**src/rtl/mem_arbiter.sv**
```systemverilog
// mem_arbiter: serialises instruction-fetch and load/store requests onto a
// single RAM request/acknowledge port. Round-robin on conflicts, one-cycle
// ihit/dhit pulses, all outputs registered.
module mem_arbiter #(
  parameter int unsigned ADDR_W       = 32,
  parameter int unsigned DATA_W       = 32,
  parameter int unsigned LDST_WIDTH_W = 3,
  // Size code used for instruction reads (word access).
  parameter logic [LDST_WIDTH_W-1:0] LDST_WORD = LDST_WIDTH_W'(2)
) (
  input  logic                    clk,
  input  logic                    nrst,
  // Instruction fetch port
  input  logic                    iren,
  input  logic [ADDR_W-1:0]       iaddr,
  output logic                    ihit,
  output logic [DATA_W-1:0]       idata,
  // Load/store port
  input  logic                    dren,
  input  logic                    dwen,
  input  logic [ADDR_W-1:0]       daddr,
  input  logic [DATA_W-1:0]       dstore,
  input  logic [LDST_WIDTH_W-1:0] dwidth,
  output logic                    dhit,
  output logic [DATA_W-1:0]       dload,
  // RAM port
  output logic                    ram_req,
  output logic                    ram_wen,
  output logic [ADDR_W-1:0]       ram_addr,
  output logic [DATA_W-1:0]       ram_wdata,
  output logic [LDST_WIDTH_W-1:0] ram_width,
  input  logic                    ram_ack,
  input  logic [DATA_W-1:0]       ram_rdata
);

  typedef enum logic [2:0] {
    StIdle,
    StIreq,
    StDreq,
    StIresp,
    StDresp
  } state_e;

  state_e                  state_q;
  logic                    last_grant_q;  // 0: instruction side, 1: data side
  logic                    ram_req_q;
  logic                    ram_wen_q;
  logic [ADDR_W-1:0]       ram_addr_q;
  logic [DATA_W-1:0]       ram_wdata_q;
  logic [LDST_WIDTH_W-1:0] ram_width_q;
  logic                    ihit_q;
  logic                    dhit_q;
  logic [DATA_W-1:0]       idata_q;
  logic [DATA_W-1:0]       dload_q;

  logic i_pend;
  logic d_pend;
  logic grant_data;

  // Grant decision in IDLE: data wins when alone, or on a conflict after an I grant.
  always_comb begin
    i_pend     = iren;
    d_pend     = dren | dwen;
    grant_data = d_pend & (~i_pend | ~last_grant_q);
  end

  // Arbiter FSM with registered RAM fields, hit pulses and read data.
  always_ff @(posedge clk) begin
    if (nrst) begin
      state_q      <= StIdle;
      last_grant_q <= 1'b0;
      ram_req_q    <= 1'b0;
      ram_wen_q    <= 1'b0;
      ram_addr_q   <= '0;
      ram_wdata_q  <= '0;
      ram_width_q  <= '0;
      ihit_q       <= 1'b0;
      dhit_q       <= 1'b0;
      idata_q      <= '0;
      dload_q      <= '0;
    end else begin
      case (state_q)
        StIdle: begin
          if (grant_data) begin
            state_q      <= StDreq;
            last_grant_q <= 1'b1;
            ram_req_q    <= 1'b1;
            ram_wen_q    <= dwen;  // dren & dwen together is a store
            ram_addr_q   <= daddr;
            ram_wdata_q  <= dstore;
            ram_width_q  <= dwidth;
          end else if (i_pend) begin
            state_q      <= StIreq;
            last_grant_q <= 1'b0;
            ram_req_q    <= 1'b1;
            ram_wen_q    <= 1'b0;
            ram_addr_q   <= iaddr;
            ram_wdata_q  <= '0;    // fetches never write
            ram_width_q  <= LDST_WORD;
          end
        end
        StIreq: begin
          if (ram_ack) begin
            idata_q   <= ram_rdata;
            ram_req_q <= 1'b0;
            ihit_q    <= 1'b1;
            state_q   <= StIresp;
          end
        end
        StDreq: begin
          if (ram_ack) begin
            if (!ram_wen_q) begin
              dload_q <= ram_rdata;
            end
            ram_req_q <= 1'b0;
            dhit_q    <= 1'b1;
            state_q   <= StDresp;
          end
        end
        StIresp: begin
          // No arbitration here, so a still-held request is not re-granted.
          ihit_q  <= 1'b0;
          state_q <= StIdle;
        end
        StDresp: begin
          dhit_q  <= 1'b0;
          state_q <= StIdle;
        end
        default: begin
          state_q <= StIdle;
        end
      endcase
    end
  end

  assign ram_req   = ram_req_q;
  assign ram_wen   = ram_wen_q;
  assign ram_addr  = ram_addr_q;
  assign ram_wdata = ram_wdata_q;
  assign ram_width = ram_width_q;
  assign ihit      = ihit_q;
  assign dhit      = dhit_q;
  assign idata     = idata_q;
  assign dload     = dload_q;

endmodule

```
**config.mk**
```make
export PLATFORM = sky130hd
export DESIGN_NAME = mem_arbiter
export DESIGN_NICKNAME = d
export VERILOG_FILES = /design/src/rtl/mem_arbiter.sv
export SDC_FILE = /design/constraint.sdc
export NUM_CORES = 1
export LEC_CHECK = 0
export ABC_AREA = 1
export BUFFER_PORTS_ARGS = -buffer_cell sky130_fd_sc_hd__buf_2
export CORE_ASPECT_RATIO = 0.5
export CORE_UTILIZATION = 30
export CTS_CLUSTER_SIZE = 24
export DETAILED_ROUTE_END_ITERATION = 12
export GPL_ROUTABILITY_DRIVEN = 1
export HOLD_SLACK_MARGIN = 0.03
export PLACE_DENSITY_LB_ADDON = 0.12
export SLEW_MARGIN = 10
export SYNTH_ARGS = -nofsm -noshare
export SYNTH_HDL_FRONTEND = slang
export SYNTH_SLANG_ARGS = --single-unit
```
**constraint.sdc**
```tcl
create_clock -name clk -period 3.9 [get_ports clk]
set_input_delay 0 -clock clk [delete_from_list [all_inputs] [get_ports clk]]
set_output_delay 0 -clock clk [all_outputs]
set_load 0.02 [all_outputs]
```
-- After elaboration in Yosys (flattened, before gate mapping)
Cells that the tools add are included.
- register bits: 139
- input port bits: 137
- output and inout port bits: 135
- word-level logic and storage cells: 59
- equal/unequal tests: 8
- multiplexer cells: 21
- bitwise gates (word level): 6
- reductions and logical operators: 13
- operators with widths (kind ; count):
    $mux W32 ; 4
    $mux W3 ; 6
    $pmux W3 S3 ; 1
    $reduce_and A3 Y1 ; 3
    $reduce_and A2 Y1 ; 4
    $reduce_bool A2 Y1 ; 4
    $mux W1 ; 7
    $eq A3 B2 Y1 const B ; 2
    $pmux W1 S2 ; 3
    $ne A2 B2 Y1 const B ; 2
    $eq A3 B1 Y1 const B ; 1
    $eq A3 B3 Y1 const B ; 1
    $logic_not A3 Y1 ; 1
    $ne A3 B3 Y1 const B ; 1
    $not A1 Y1 ; 3
    $ne A2 B1 Y1 const B ; 1
    $or A1 B1 Y1 ; 2
    $reduce_or A2 Y1 ; 1
    $and A1 B1 Y1 ; 1

-- Logic depth before layout (Yosys ltp)
- depth after elaboration: 5
- mapped depth: 9

-- Least setup slack after synthesis
No wires, ideal clock.
- path type: flip-flop to flip-flop
- from: reg state_q[1]
- to: reg ram_addr_q[24], in the netlist ram_addr[24]
- arrival time: 1.170 ns
- data required time: 3.783 ns
- slack: 2.613 ns
- stages on the path, launching flop included: 10
- path buffers: 3
- period minus slack after synthesis: 1.287 ns
- cells stage by stage: dfxtp_1 -> buf_2 -> inv_2 -> nand2_2 -> nor2_4 -> buf_6 -> buf_6 -> nand2_1 -> a21oi_1 -> nor2_1
- cells in the longest elaborated chain, start to end: 2
- ends and longest elaborated chain (item ; RTL line ; RTL):
    start, declared ; 44 ; state_e state_q;
    start signal, assigned ; 70 ; state_q <= StIdle;
    start signal, assigned ; 85 ; state_q <= StDreq;
    start signal, assigned ; 93 ; state_q <= StIreq;
    $logic_not A3 Y1 ; 82 ; case (state_q)
    $reduce_and A2 Y1 (no source line) ; n/a ;
    end signal, assigned ; 89 ; ram_addr_q <= daddr;
    end signal, assigned ; 97 ; ram_addr_q <= iaddr;
    end, declared ; 48 ; logic [ADDR_W-1:0] ram_addr_q;
Every way passes these cells.
A chain may end at the register's enable or synchronous reset.

-- Final worst setup path
- from: reg last_grant_q
- to: reg ram_addr_q[12], in the netlist ram_addr[12]
- cells in the longest elaborated chain, start to end: 5
- elaborated cells on any way between the ends: 6
- ends and longest elaborated chain (item ; RTL line ; RTL):
    start, declared ; 45 ; logic last_grant_q;
    start signal, assigned ; 71 ; last_grant_q <= 1'b0;
    start signal, assigned ; 86 ; last_grant_q <= 1'b1;
    start signal, assigned ; 94 ; last_grant_q <= 1'b0;
    $not A1 Y1 * ; 64 ; grant_data = d_pend & (~i_pend | ~last_grant_q);
    $or A1 B1 Y1 * ; 64 ;
    $and A1 B1 Y1 * ; 64 ;
    $reduce_bool A2 Y1 (no source line) ; n/a ;
    $reduce_and A2 Y1 (no source line) ; n/a ;
Every way passes the cells marked *; elsewhere a longest branch is shown, timed or not.

==> run summary <==
Gr ovfl total - 0
Max Slew Vio Count - 0
H-Tree Level Count - 4
Maximum clock rate - 0.387 GHz
CP most frequent cell - nand2_1
Global-route wire length before repair - 27000 µm
Global Route Usage Sum - 0.188
GP Congestion - 0.742
CP Capture Type - flip-flop
Combinational family with the most area after synthesis - simple AND/OR/NAND/NOR gates
Final hold vios - 0
Inserted Diodes - 0
Net Sw Frac - 0.391
Status - completed
Die X - 190 µm
CTS tree - done
DRC - 0
Synthesis-to-layout area growth - 65.0%
WP data arrival - 2.89 ns
Placed cells - 1154
# setup viols final - 0
Die Ht - 95.8 µm
1st-pass router iterations - 4
Max incr delay on CP - 0.58 ns
Vias per cell - 4.44
Core area - 16800 µm²
Peak VDD IR - 0.345 mV
Max-slew headroom - 0.370
Crit-path leading delay family - buffers and inverters
Worst-path fanout max - 32
Yosys reg bits - 139
Clock tree sinks - 139
Via count - 5870
Worst R2R Path Depth - 9
Min Hold Slack - 0.146 ns
Hold WC Path Type - in2reg
CTS Buf Count - 17
Synth Area in Simple Gates - 0.254
CP required - 4.20 ns
Syn_nets - 838
Cells after Synth - 701
Die area - 18200 µm²
WP buf/inv - 3
Starting DRT DRC Count - 231
Starting Density - 0.315
CTS root buffer - clkbuf_16
Worst skew pair latency - 0.41 ns
Pin count of the biggest net entering global routing - 67
Synth Area in Compound Gates - 0.163
Post-Layout Cell Count - 1321
RSZ-0062 raised after global routing - no
P_leak - 4.23 nW
Yosys cell types - 21
Vias in the first global route - 5581
Setup crit start kind - flip-flop
Crit Path Class - reg2reg
Post-layout net count - 1218
Hold Crit Depth - 3
Design area - 8710 µm²
Worst clock skew - 0.00974 ns
Cells along the critical path - nand2_1, inv_1, nor2_4, inv_2, nand2_1, nand2_1, a21oi_1, dlygate4sd3_1, nor2_1
Crit path depth - 9
Period utilization - 0.663
Worst-margin pin slew - 0.944 ns
Clock transition at the registers of the reported paths - 0.06 ns
Clock Path Buffers - 2
Int Pwr - 3.95 mW
Combinational share of power - 0.411
Layout cells sized above 1 - 0.298
Post-Syn Area - 5280 µm²
Detail Placement HPWL - 10700 µm
Initial antenna violation count - 0
Clock power frac - 0.268
Mux contribution to synthesized area - 0
Antenna Violating Nets Remaining - 0
Rows - 33
Xor/xnor share of the synthesized area - 0
Synth warn - 0
Sequential element share of the synthesized area - 0.527
Syn avg cell area - 7.53 µm²
Setup Buffers After CTS - 0
Placed cell area - 6720 µm²
Wire length per cell - 13.0 µm
Port Buffers - 271
PwrDens - 745 nW/µm²
Setup TNS - 0 ns
Part of the power in registers - 0.321
Total Wirelength - 17200 µm
Number of I/O pins - 272
Fin crit period - 2.59 ns
Switching Power - 2.54 mW
Max cap viols - 0
Slowest-stage cell, CP - dlygate4sd3_1
Post-Synth Adder-Cell Area - 0
==> power groups by stage <==
stage / Combinational [mW] / Sequential, mW / Clock, mW
global route: 2.95 / 2.14 / 1.85
CTS: 2.68 / 2.08 / 1.79
floorplan: 1.17 / 2.61 / 0
global placement: 2.37 / 2.09 / 0
detailed placement: 2.37 / 2.10 / 0
finish: 2.67 / 2.08 / 1.74
==> area by class of cell <==
type	count	area, µm²
flip-flops and latches	139	2780
repair buffers	412	2770
clock buffers	19	443
inverters	10	37.5
well taps	227	284
clock inverters	13	191
multi-input cells	501	2200
fillers	1673	8060
==> cell families (layout without fill, tap and decap cells) <==
kind of cell | count (synthesis) | in the layout
compound gates | 171 | 171
buf+inv | 61 | 454
flops | 139 | 139
simple gates | 330 | 330
==> cell usage after synthesis (all sizes together) <==
cell	count	area [µm²]
nor2	173	679
buf	27	166
a21oi	72	360
nand3	42	220
nor3	1	10.0
inv	10	37.5
dfxtp	139	2780
o21ai	98	490
o31ai	1	7.51
clkbuf	24	91.3
nand2	114	430
==> cells in the final DEF (no fill, tap or decap), types with 3 or more instances in the layout <==
cell type,instances
buf_2,271
nor2_1,167
dfxtp_1,139
dlygate4sd3_1,135
nand2_1,113
a21oi_1,72
o21ai_0,65
nand3_1,40
o21ai_1,33
clkbuf_16,17
inv_2,8
buf_4,5
nor2_4,4
bufinv_16,4
clkinv_4,3
clkinvlp_4,3
==> metal layers <==
| metal | global-route usage | vias up | wire length [µm] |
|---|---|---|---|
| li1 | - | 3040 | - |
| met1 | 0.225 | 2639 | 7730 |
| met2 | 0.322 | 166 | 8240 |
| met3 | 0.0543 | 25 | 931 |
| met4 | 0.0780 | 0 | 325 |
| met5 | 0 | - | 0 |
==> worst paths after layout <==
check	from	end	slack [ns]
max	last_grant_q	ram_addr[12]	1.31
min	nrst	state_q[2]	0.15
max reg2reg	last_grant_q	ram_addr[12]	1.31
min reg2reg	ram_wdata[4]	ram_wdata[4]	0.46
==> timing repair <==
item                      4_1_cts  5_1_grt
gates resized for setup         0        0
hold buffers                  135        0
hold endpoints to repair      136        0
==> worst min-delay path: stages <==
cell,delay (ns)
buf_2,0.10
buf_4,0.27
nor2_1,0.14
==> state kept, by name, indices dropped and copies added, names as in the netlist <==
| name | flops |
|---|---|
| ihit | 1 |
| dload | 32 |
| idata | 32 |
| ram_wen | 1 |
| ram_addr | 32 |
| dhit | 1 |
| ram_wdata | 32 |
| last_grant_q | 1 |
| state_q | 3 |
| ram_req | 1 |
| ram_width | 3 |
==> per-stage QoR <==
| stage | utilization | total power, mW | setup WS, ns |
|---|---|---|---|
| after floorplan | - | 3.78 | 2.61 |
| after global placement | 0.401 | 4.46 | 1.68 |
| after detailed placement | 0.401 | 4.47 | 1.65 |
| after CTS | 0.519 | 6.55 | 1.37 |
| after global routing | 0.519 | 6.95 | 1.09 |
| final | 0.519 | 6.49 | 1.31 |
Note: power is estimated with default switching activity, not from simulation.
